$ cat src/rtl/lsu_mem_adapter.sv
// Load/store adapter between the LSU and a combinational data RAM.
// Optional: MISALIGN_TRAP_EN turns misaligned h/w accesses into trapped no-ops.
module lsu_mem_adapter (
  input  logic        clk,
  input  logic        rst,
  input  logic        req,
  input  logic        we,
  input  logic [2:0]  funct3,
  input  logic [31:0] addr,
  input  logic [31:0] wdata,
  output logic [31:0] rdata,
  output logic        done,
  output logic        busy,
  output logic        misalign,
  output logic        mem_WE,
  output logic        mem_RE,
  output logic [31:0] mem_A,
  output logic [31:0] mem_WD,
  input  logic [31:0] mem_RD
);

  typedef enum logic [1:0] {IDLE, RD, WR, DONE} state_e;

  state_e      state_q, state_d;
  logic        we_q, we_d;
  logic [2:0]  f3_q, f3_d;
  logic [31:0] addr_q, addr_d;
  logic [31:0] wdata_q, wdata_d;
  logic [31:0] word_q, word_d;
  logic [31:0] rdata_q, rdata_d;
  logic        f3_ok;
  logic        trap;
  logic [7:0]  ld_b;
  logic [15:0] ld_h;
  logic [31:0] ld_ext;
  logic [31:0] st_word;

  always_comb begin
    f3_ok = 1'b0;
    case (funct3)
      3'b000, 3'b001, 3'b010,
      3'b100, 3'b101: f3_ok = 1'b1;
      default:        f3_ok = 1'b0;
    endcase
  end

`ifdef MISALIGN_TRAP_EN
  logic mis_q, mis_d;
  assign trap = (funct3[1:0] == 2'b01 && addr[0])
             || (funct3 == 3'b010 && addr[1:0] != 2'b00);
`else
  assign trap = 1'b0;
`endif

  always_ff @(posedge clk or posedge rst) begin
    if (rst) state_q <= IDLE;
    else     state_q <= state_d;
  end

  always_comb begin
    state_d = state_q;
    case (state_q)
      IDLE: begin
        if (req) begin
          if (!f3_ok || trap)           state_d = DONE;
          else if (!we)                 state_d = RD;
          else if (funct3[1:0] == 2'b10) state_d = WR;
          else                          state_d = RD;
        end
      end
      RD:      state_d = we_q ? WR : DONE;
      WR:      state_d = DONE;
      DONE:    state_d = IDLE;
      default: state_d = IDLE;
    endcase
  end

  assign ld_b = mem_RD[{addr_q[1:0], 3'b000} +: 8];
  assign ld_h = addr_q[1] ? mem_RD[31:16] : mem_RD[15:0];

  always_comb begin
    ld_ext = mem_RD;
    unique case (1'b1)
      (f3_q == 3'b000): ld_ext = {{24{ld_b[7]}}, ld_b};
      (f3_q == 3'b001): ld_ext = {{16{ld_h[15]}}, ld_h};
      (f3_q == 3'b100): ld_ext = {24'd0, ld_b};
      (f3_q == 3'b101): ld_ext = {16'd0, ld_h};
      default:          ld_ext = mem_RD;
    endcase
  end

  // Sub-word stores merge into the word captured during RD.
  always_comb begin
    st_word = word_q;
    unique case (1'b1)
      (f3_q[1:0] == 2'b00):
        st_word[{addr_q[1:0], 3'b000} +: 8] = wdata_q[7:0];
      (f3_q[1:0] == 2'b01):
        st_word[{addr_q[1], 4'b0000} +: 16] = wdata_q[15:0];
      default: st_word = wdata_q;
    endcase
  end

  always_comb begin
    we_d    = we_q;
    f3_d    = f3_q;
    addr_d  = addr_q;
    wdata_d = wdata_q;
    word_d  = word_q;
    rdata_d = rdata_q;
`ifdef MISALIGN_TRAP_EN
    mis_d   = mis_q;
`endif
    case (state_q)
      IDLE: begin
        if (req) begin
          we_d    = we;
          f3_d    = funct3;
          addr_d  = addr;
          wdata_d = wdata;
          if (!f3_ok) rdata_d = 32'd0;
`ifdef MISALIGN_TRAP_EN
          mis_d   = f3_ok && trap;
`endif
        end
      end
      RD: begin
        word_d = mem_RD;
        if (!we_q) rdata_d = ld_ext;
      end
      default: ;
    endcase
  end

  always_ff @(posedge clk or posedge rst) begin
    if (rst) begin
      we_q    <= 1'b0;
      f3_q    <= 3'b000;
      addr_q  <= 32'd0;
      wdata_q <= 32'd0;
      word_q  <= 32'd0;
      rdata_q <= 32'd0;
`ifdef MISALIGN_TRAP_EN
      mis_q   <= 1'b0;
`endif
    end else begin
      we_q    <= we_d;
      f3_q    <= f3_d;
      addr_q  <= addr_d;
      wdata_q <= wdata_d;
      word_q  <= word_d;
      rdata_q <= rdata_d;
`ifdef MISALIGN_TRAP_EN
      mis_q   <= mis_d;
`endif
    end
  end

  always_comb begin
    done     = (state_q == DONE);
    busy     = (state_q != IDLE);
    mem_RE   = (state_q == RD);
    mem_WE   = (state_q == WR);
    mem_A    = {addr_q[31:2], 2'b00};
    mem_WD   = st_word;
    rdata    = rdata_q;
`ifdef MISALIGN_TRAP_EN
    misalign = done && mis_q;
`else
    misalign = 1'b0;
`endif
  end

endmodule
$ cat config.mk
export PLATFORM = sky130hd
export DESIGN_NAME = lsu_mem_adapter
export DESIGN_NICKNAME = d
export VERILOG_FILES = /design/src/rtl/lsu_mem_adapter.sv
export SDC_FILE = /design/constraint.sdc
export NUM_CORES = 1
export LEC_CHECK = 0
export ABC_AREA = 1
export CAP_MARGIN = 40
export CELL_PAD_IN_SITES_DETAIL_PLACEMENT = 1
export CELL_PAD_IN_SITES_GLOBAL_PLACEMENT = 2
export CORE_ASPECT_RATIO = 0.75
export CORE_MARGIN = 10
export CORE_UTILIZATION = 30
export CTS_CLUSTER_DIAMETER = 120
export CTS_CLUSTER_SIZE = 25
export DETAILED_ROUTE_END_ITERATION = 10
export PLACE_DENSITY = 0.88
export SLEW_MARGIN = 25
export SYNTH_ARGS = -nofsm -noshare
export SYNTH_HDL_FRONTEND = slang
export SYNTH_SLANG_ARGS = --single-unit
$ cat constraint.sdc
create_clock -name clk -period 12.45 [get_ports clk]
set_input_delay 2.49 -clock clk [delete_from_list [all_inputs] [get_ports clk]]
set_output_delay 2.49 -clock clk [all_outputs]
set_load 0.05 [all_outputs]
==> results.sh, run 1 <==
export IMPL_status="finished clean"
export IMPL_rr_worst_depth=11
export IMPL_skew_ns=0.0126
export IMPL_die_y_um=155
export IMPL_drt_pass1_iter_count=5
export IMPL_avgRoutedWirePerCell_um=19.9
export IMPL_synth_warnings=0
export IMPL_rows=49
export IMPL_critPathTopFamily="buffers and inverters"
export IMPL_fillers=2821
export IMPL_antenna_found_initial=1
export IMPL_grt_usage_pct=17.6
export IMPL_whs_path_depth=2
export IMPL_min_period_ns=6.18
export IMPL_rsz0062_at_grt="no"
export IMPL_num_antenna_cells=0
export IMPL_max_slew_margin_pct=54.4
export IMPL_synthXorXnorAreaFrac_pct=0
export IMPL_start_kind="register"
export IMPL_avgViaCountPerCell=4.85
export IMPL_syn_area_per_cell_sq_um=8.16
export IMPL_syn_inst=887
export IMPL_cts_root_buffer="clkbuf_16"
export IMPL_period_share_pct=49.6
export IMPL_cp_cell_sequence="buf_4 > inv_2 > nand2_4 > nor2_4 > nor2_2 > inv_2 > nand2_1 > nand3_1 > clkdlybuf4s50_1"
export IMPL_cp_max_fo=39
export IMPL_endpoint_kind="output port"
export IMPL_start_util_pct=30.3
export IMPL_slowest_delay_ns=0.86
export IMPL_clk_path_buf_depth=2
export IMPL_htree_levels=4
export IMPL_place_congestion=0.808
export IMPL_synth_area_sq_mm=0.00724
export IMPL_io_buffers=200
export IMPL_p_per_area_mw_per_mm2=336
export IMPL_routed_wl_um=27000
export IMPL_tightest_slew_ns=0.684
export IMPL_coreArea_sq_mm=0.0238
export IMPL_drcViolationCount=0
export IMPL_numCtsBuffers=17
export IMPL_clkSlewWorstSetupHoldPaths_ns=0.06
export IMPL_post_cts_buffers=0
export IMPL_hold_end="rdata[27]$_DFFE_PP0P_"
export IMPL_path_common_cell="inv_2"
export IMPL_r2r_start="state_q[1]$_DFFE_PP0P_"
export IMPL_hold_start="rdata[27]$_DFFE_PP0P_"
export IMPL_ys_seq_area_share_pct=46.3
export IMPL_grt_pass1_wl_um=41800
export IMPL_peakVddDrop_uv=161
export IMPL_critical_path_class="register to output port"
export IMPL_cts_sinks=134
export IMPL_cap_violations=0
export IMPL_drive_gt1_share_pct=11.2
export IMPL_drt_iter0_drc=349
export IMPL_hold_class="register to register"
export IMPL_r2r_setup_slack_ns=10.11
export IMPL_cp_required_ns=9.96
export IMPL_clock_latency_ns=0.44
export IMPL_area_delta_synth_final_pct=37.8
export IMPL_hold_viol=0
export IMPL_synth_top_area_share_pct=46.3
export IMPL_die_x_um=199
export IMPL_cts_tree="built"
export IMPL_muxShareOfSynthArea_pct=9.02
export IMPL_die_area_sq_mm=0.0308
export IMPL_timing_rr_end="rdata[7]$_DFFE_PP0P_"
export IMPL_arrival_ns=3.69
export IMPL_synth_top_family_by_area="simple AND/OR/NAND/NOR gates"
export IMPL_final_nets=1149
export IMPL_crit_buf_inv=4
export IMPL_grt_pass1_vias=7063
export IMPL_hpwl_um=20200
export IMPL_netlist_top_cells_area="dfrtp_1, nand2_1, mux2_2, o21ai_0, inv_1"
export IMPL_overflow=0
export IMPL_synth_compound_area_share_pct=11.5
export IMPL_grt_start_max_net_pins=96
export IMPL_yosys_area_top_type="dfrtp_1"
export IMPL_postCtsHoldBufs=0
export IMPL_setup_viol=0
export IMPL_ctsResizeCount=0
export IMPL_drtAntennaViolNets=0
export IMPL_vias=6580
export IMPL_synth_fa_ha_area_share_pct=1.56
export IMPL_yosysUniqueCellTypes=29
export IMPL_max_freq_mhz=162
export IMPL_post_route_util_pct=41.8
export IMPL_multiInputGateArea_sq_mm=0.00315
export IMPL_regArea_sq_mm=0.00335
export IMPL_synth_simple_gate_area_share_pct=21.1
export IMPL_setup_tns_final_ns=0
export IMPL_crit_path_top_delay_cell="clkdlybuf4s50_1"
export IMPL_drv_slew=0
export IMPL_leakage_nw=4.57
export IMPL_ios=204
export IMPL_ys_ff_latch=134
per-layer routing:
metal	global-route usage [%]	routed length, um
met1	22.3	12100
met2	26.8	12000
met3	8.22	2730
met4	3.85	165
met5	0	13
final cells by class:
type | count | share of cell area [%]
multi-input combinational | 600 | 31.5
inverter | 76 | 2.94
clock inverter | 11 | 2.21
clock buffer | 21 | 4.72
timing repair buffer | 208 | 21.1
tap | 306 | 3.84
sequential | 134 | 33.6
where the power goes:
group | total (W) | switching [W] | internal, W
combinational | 0.00199 | 0.00135 | 0.000640
clock | 0.000598 | 0.000205 | 0.000392
sequential | 0.000763 | 0.000138 | 0.000624
total | 0.00335 | 0.00169 | 0.00166
worst max-delay path by stage:
| stage | from | to | slack, ns | cells past startpoint |
|---|---|---|---|---|
| 5_1_grt | f3_q[1]$_DFFE_PP0P_ | mem_WD[1] | 5.95 | 9 |
| 4_1_cts | f3_q[1]$_DFFE_PP0P_ | mem_WD[6] | 6.24 | 9 |
| 2_1_floorplan | rst | addr_q[0]$_DFFE_PP0P_ | 6.38 | 1 |
| 3_5_place_dp | f3_q[1]$_DFFE_PP0P_ | mem_WD[6] | 6.75 | 9 |
| 6_report | f3_q[1]$_DFFE_PP0P_ | mem_WD[12] | 6.27 | 9 |
| 3_3_place_gp | addr_q[1]$_DFFE_PP0P_ | mem_WD[22] | 6.82 | 10 |
registers in the layout, indices dropped and copies added, names as in the netlist:
| signal | count |
|---|---|
| wdata_q | 32 |
| rdata | 32 |
| word_q | 32 |
| state_q | 2 |
| f3_q | 3 |
| addr_q | 32 |
| we_q | 1 |
stage by stage:
step | worst slack (ns) | std cells | hold WS [ns] | cell area [sq um] | power [W]
final | 6.27 | 1356 | 0.478 | 9970 | 0.00335
after global routing | 5.95 | 1356 | 0.497 | 9970 | 0.00358
after CTS | 6.24 | 1355 | 0.483 | 9950 | 0.00338
after detailed placement | 6.75 | 1323 | 0.466 | 9260 | 0.00276
after global placement | 6.82 | 1321 | 0.466 | 9210 | 0.00272
after floorplan | 6.38 | 889 | 0.480 | 7250 | 0.00217
worst register-to-register path, cell delays in order (launching register included):
cell     delay, ns
dfrtp_1       0.42
inv_1         0.10
ha_2          0.18
buf_4         0.34
nand2_1       0.10
nand2_1       0.08
nor2_1        0.05
nand2_2       0.05
buf_4         0.49
inv_1         0.18
nand3_1       0.16
nand2_1       0.07
synth_stat cells:
| library cell | count |
|---|---|
| clkbuf_2 | 1 |
| mux2_2 | 58 |
| o21ai_2 | 1 |
| nand4_1 | 1 |
| nand2_1 | 261 |
| buf_6 | 3 |
| inv_1 | 70 |
| o211ai_1 | 1 |
| inv_4 | 1 |
| a21oi_1 | 28 |
| ha_1 | 9 |
| nor2_1 | 49 |
| buf_2 | 22 |
| nor2_2 | 2 |
| buf_4 | 33 |
| buf_1 | 1 |
| nand2_2 | 1 |
| nand3_1 | 50 |
| a31oi_1 | 1 |
| dfrtp_1 | 134 |
| o21ai_1 | 6 |
| o22ai_1 | 26 |
| nor2_4 | 4 |
| clkbuf_1 | 19 |
| o21ai_0 | 95 |
| nand2_4 | 3 |
| inv_2 | 5 |
| nand3b_1 | 1 |
| conb_1 | 1 |
placed cells by master (no fill, tap or decap), types with 2 or more instances in the layout:
| cell type | n |
|---|---|
| o21ai_0 | 95 |
| buf_12 | 2 |
| a21oi_1 | 28 |
| nand2_4 | 4 |
| conb_1 | 3 |
| nand3_1 | 50 |
| buf_4 | 5 |
| ha_1 | 8 |
| inv_2 | 5 |
| nor2_2 | 2 |
| mux2_2 | 58 |
| nor2_1 | 49 |
| nor2_4 | 4 |
| o22ai_1 | 26 |
| dfrtp_1 | 134 |
| inv_1 | 69 |
| bufinv_16 | 6 |
| o21ai_1 | 6 |
| nand2_1 | 259 |
| nand2_2 | 2 |
| clkdlybuf4s50_1 | 200 |
| clkinv_4 | 2 |
| clkbuf_8 | 3 |
| clkbuf_16 | 17 |
| clkinvlp_4 | 3 |
logic make-up after synthesis:
| kind of cell | count (synthesis) |
|---|---|
| other | 1 |
| flip-flops | 134 |
| AND/OR/NAND/NOR | 372 |
| multiplexers | 58 |
| buffers and inverters | 155 |
| AO/OA/AOI/OAI | 158 |
| adder cells (fa/ha/maj) | 9 |
No activity file was read; power rests on OpenSTA's default activity.
==> run 2: changes to the inputs <==
--- a/config.mk
+++ b/config.mk
@@ -11,11 +11,11 @@
 export CELL_PAD_IN_SITES_GLOBAL_PLACEMENT = 2
 export CORE_ASPECT_RATIO = 0.75
 export CORE_MARGIN = 10
-export CORE_UTILIZATION = 30
+export CORE_UTILIZATION = 25
 export CTS_CLUSTER_DIAMETER = 120
 export CTS_CLUSTER_SIZE = 25
 export DETAILED_ROUTE_END_ITERATION = 10
-export PLACE_DENSITY = 0.88
+export PLACE_DENSITY = 0.78
 export SLEW_MARGIN = 25
 export SYNTH_ARGS = -nofsm -noshare
 export SYNTH_HDL_FRONTEND = slang
==> constraint.sdc (replaced) <==
create_clock -name clk -period 5.45 [get_ports clk]
set_input_delay 1.09 -clock clk [delete_from_list [all_inputs] [get_ports clk]]
set_output_delay 1.09 -clock clk [all_outputs]
set_load 0.05 [all_outputs]
==> run 2 against run 1 <==
Against the previous run:
- routed wire length rose by 1.4%
- via count down 0.49%
- critical path type unchanged
- final area rose by 0.45%
==> results.sh, run 2 (same netlist as run 1, synthesis figures left out) <==
export IMPL_r2r_start="state_q[1]$_DFFE_PP0P_"
export IMPL_cp_required_ns=4.36
export IMPL_cts_root_buffer="clkbuf_16"
export IMPL_r2r_setup_slack_ns=3.22
export IMPL_period_share_pct=81.4
export IMPL_start_kind="register"
export IMPL_postCtsHoldBufs=0
export IMPL_drtAntennaViolNets=0
export IMPL_overflow=0
export IMPL_die_y_um=167
export IMPL_cts_sinks=134
export IMPL_max_freq_mhz=225
export IMPL_area_delta_synth_final_pct=38.4
export IMPL_place_congestion=0.823
export IMPL_cp_startpoint="addr_q[0]$_DFFE_PP0P_"
export IMPL_io_buffers=200
export IMPL_grt_usage_pct=15.0
export IMPL_start_util_pct=25.6
export IMPL_internal_power_w=0.00365
export IMPL_max_slew_margin_pct=57.0
export IMPL_drt_iter0_drc=309
export IMPL_hold_viol=0
export IMPL_seqPwrFrac_pct=22.9
export IMPL_placedCellCount=1404
export IMPL_numCtsBuffers=17
export IMPL_comb_power_share_pct=61.1
export IMPL_grt_start_max_net_pins=96
export IMPL_cap_violations=0
export IMPL_grtUsageMet3_pct=6.41
export IMPL_drt_pass1_iter_count=4
export IMPL_antenna_found_initial=1
export IMPL_die_x_um=216
export IMPL_rsz0062_at_grt="no"
export IMPL_htree_levels=4
export IMPL_grt_pass1_wl_um=42800
export IMPL_vias=6548
export IMPL_clkSlewWorstSetupHoldPaths_ns=0.06
export IMPL_ios=204
export IMPL_met2_usage_pct=23.8
export IMPL_grt_pass1_vias=7119
export IMPL_peakVddDrop_uv=404
export IMPL_hpwl_um=20400
export IMPL_clock_latency_ns=0.43
export IMPL_power_frac_clock_pct=16.0
export IMPL_coreArea_sq_mm=0.0282
export IMPL_final_nets=1152
export IMPL_top_usage_layer="met2"
export IMPL_setup_viol=0
export IMPL_hold_ws_ns=0.481
export IMPL_endpoint_kind="output port"
export IMPL_cts_tree="built"
export IMPL_leakage_nw=4.55
export IMPL_tightest_slew_ns=0.644
export IMPL_mostFrequentLayoutCell="nand2_1"
export IMPL_die_area_sq_mm=0.0362
export IMPL_hold_class="register to register"
export IMPL_drv_slew=0
export IMPL_hold_start="rdata[19]$_DFFE_PP0P_"
export IMPL_critical_path_class="register to output port"
export IMPL_drive_gt1_share_pct=11.4
export IMPL_p_per_area_mw_per_mm2=751
export IMPL_skew_ns=0.00730
export IMPL_arrival_ns=3.35
export IMPL_fillers=3393
export IMPL_clk_path_buf_depth=2
export IMPL_avgViaCountPerCell=4.55
export IMPL_rows=53
export IMPL_net_switching_power_w=0.00388
export IMPL_avgRoutedWirePerCell_um=19.0
export IMPL_routed_wl_um=27400
export IMPL_post_cts_buffers=0
export IMPL_mostFrequentLayoutCells="nand2_1, clkdlybuf4s50_1, dfrtp_1"
export IMPL_setup_tns_final_ns=0
export IMPL_cp_max_fo=13
export IMPL_min_period_ns=4.44
export IMPL_drcViolationCount=0
export IMPL_p_sw_share_pct=51.6
export IMPL_status="finished clean"
export IMPL_grt_util_met1_pct=18.7
export IMPL_ctsResizeCount=0
export IMPL_fin_cells=1438
-- run 2: cell types whose count changed in the layout (fill, tap and decap cells not counted), moves of 2 or more --
cell / delta
buf_4: +3
bufinv_16: -4
clkbuf_8: +3
clkinv_2: +2
clkinv_4: -2
-- run 2: worst paths after layout --
check / end / depth (start not counted)
worst max-delay path: mem_WD[20] / 9
worst min register to register: rdata[19]$_DFFE_PP0P_ / 2
worst min-delay path: rdata[19]$_DFFE_PP0P_ / 2
min in group asynchronous: addr_q[19]$_DFFE_PP0P_ / 2
worst max register to register: rdata[7]$_DFFE_PP0P_ / 11
max in group asynchronous: wdata_q[2]$_DFFE_PP0P_ / 4
-- run 2: worst max-delay path: stages, from the launching register on --
cell and delay (ns):
dfrtp_1 0.58, inv_1 0.22, ha_1 0.35, inv_1 0.06, nor2_1 0.16, nand3_1 0.30, o22ai_1 0.23, nand2_1 0.08
nand2_1 0.10, clkdlybuf4s50_1 0.83
-- run 2: routing by layer --
metal  routed length, um  up-vias
met1               12500     3196
met2               12300      191
met3                2450       13
met4                 180        2
met5                   7        -
li1                    -     3146
-- run 2: final cells by class --
class | count | area [sq um] | share of cell area (%)
Clock buffer | 24 | 512 | 5.11
Multi-Input combinational cell | 600 | 3150 | 31.4
Antenna cell | 1 | 2.50 | 0.0250
Tap cell | 385 | 482 | 4.81
Sequential cell | 134 | 3350 | 33.5
Clock inverter | 7 | 92.6 | 0.924
Timing Repair Buffer | 211 | 2140 | 21.3
Inverter | 76 | 293 | 2.92
-- run 2: stage by stage --
step | utilization (%) | worst slack [ns] | instance area [sq um] | total power (W)
6_report | 35.5 | 1.01 | 10000 | 0.00753
4_1_cts | 35.3 | 1.01 | 9960 | 0.00759
5_1_grt | 35.5 | 0.817 | 10000 | 0.00805
3_3_place_gp | 33.0 | 1.50 | 9340 | 0.00628
3_5_place_dp | 33.1 | 1.51 | 9360 | 0.00634
2_1_floorplan | - | 0.777 | 7250 | 0.00495
-- run 2: power by group through the flow --
stage | clock, W | sequential, W | combinational, W
2_1_floorplan | 0 | 0.00178 | 0.00317
5_1_grt | 0.00128 | 0.00177 | 0.00499
3_3_place_gp | 0 | 0.00171 | 0.00457
4_1_cts | 0.00123 | 0.00172 | 0.00464
3_5_place_dp | 0 | 0.00173 | 0.00461
6_report | 0.00120 | 0.00172 | 0.00460
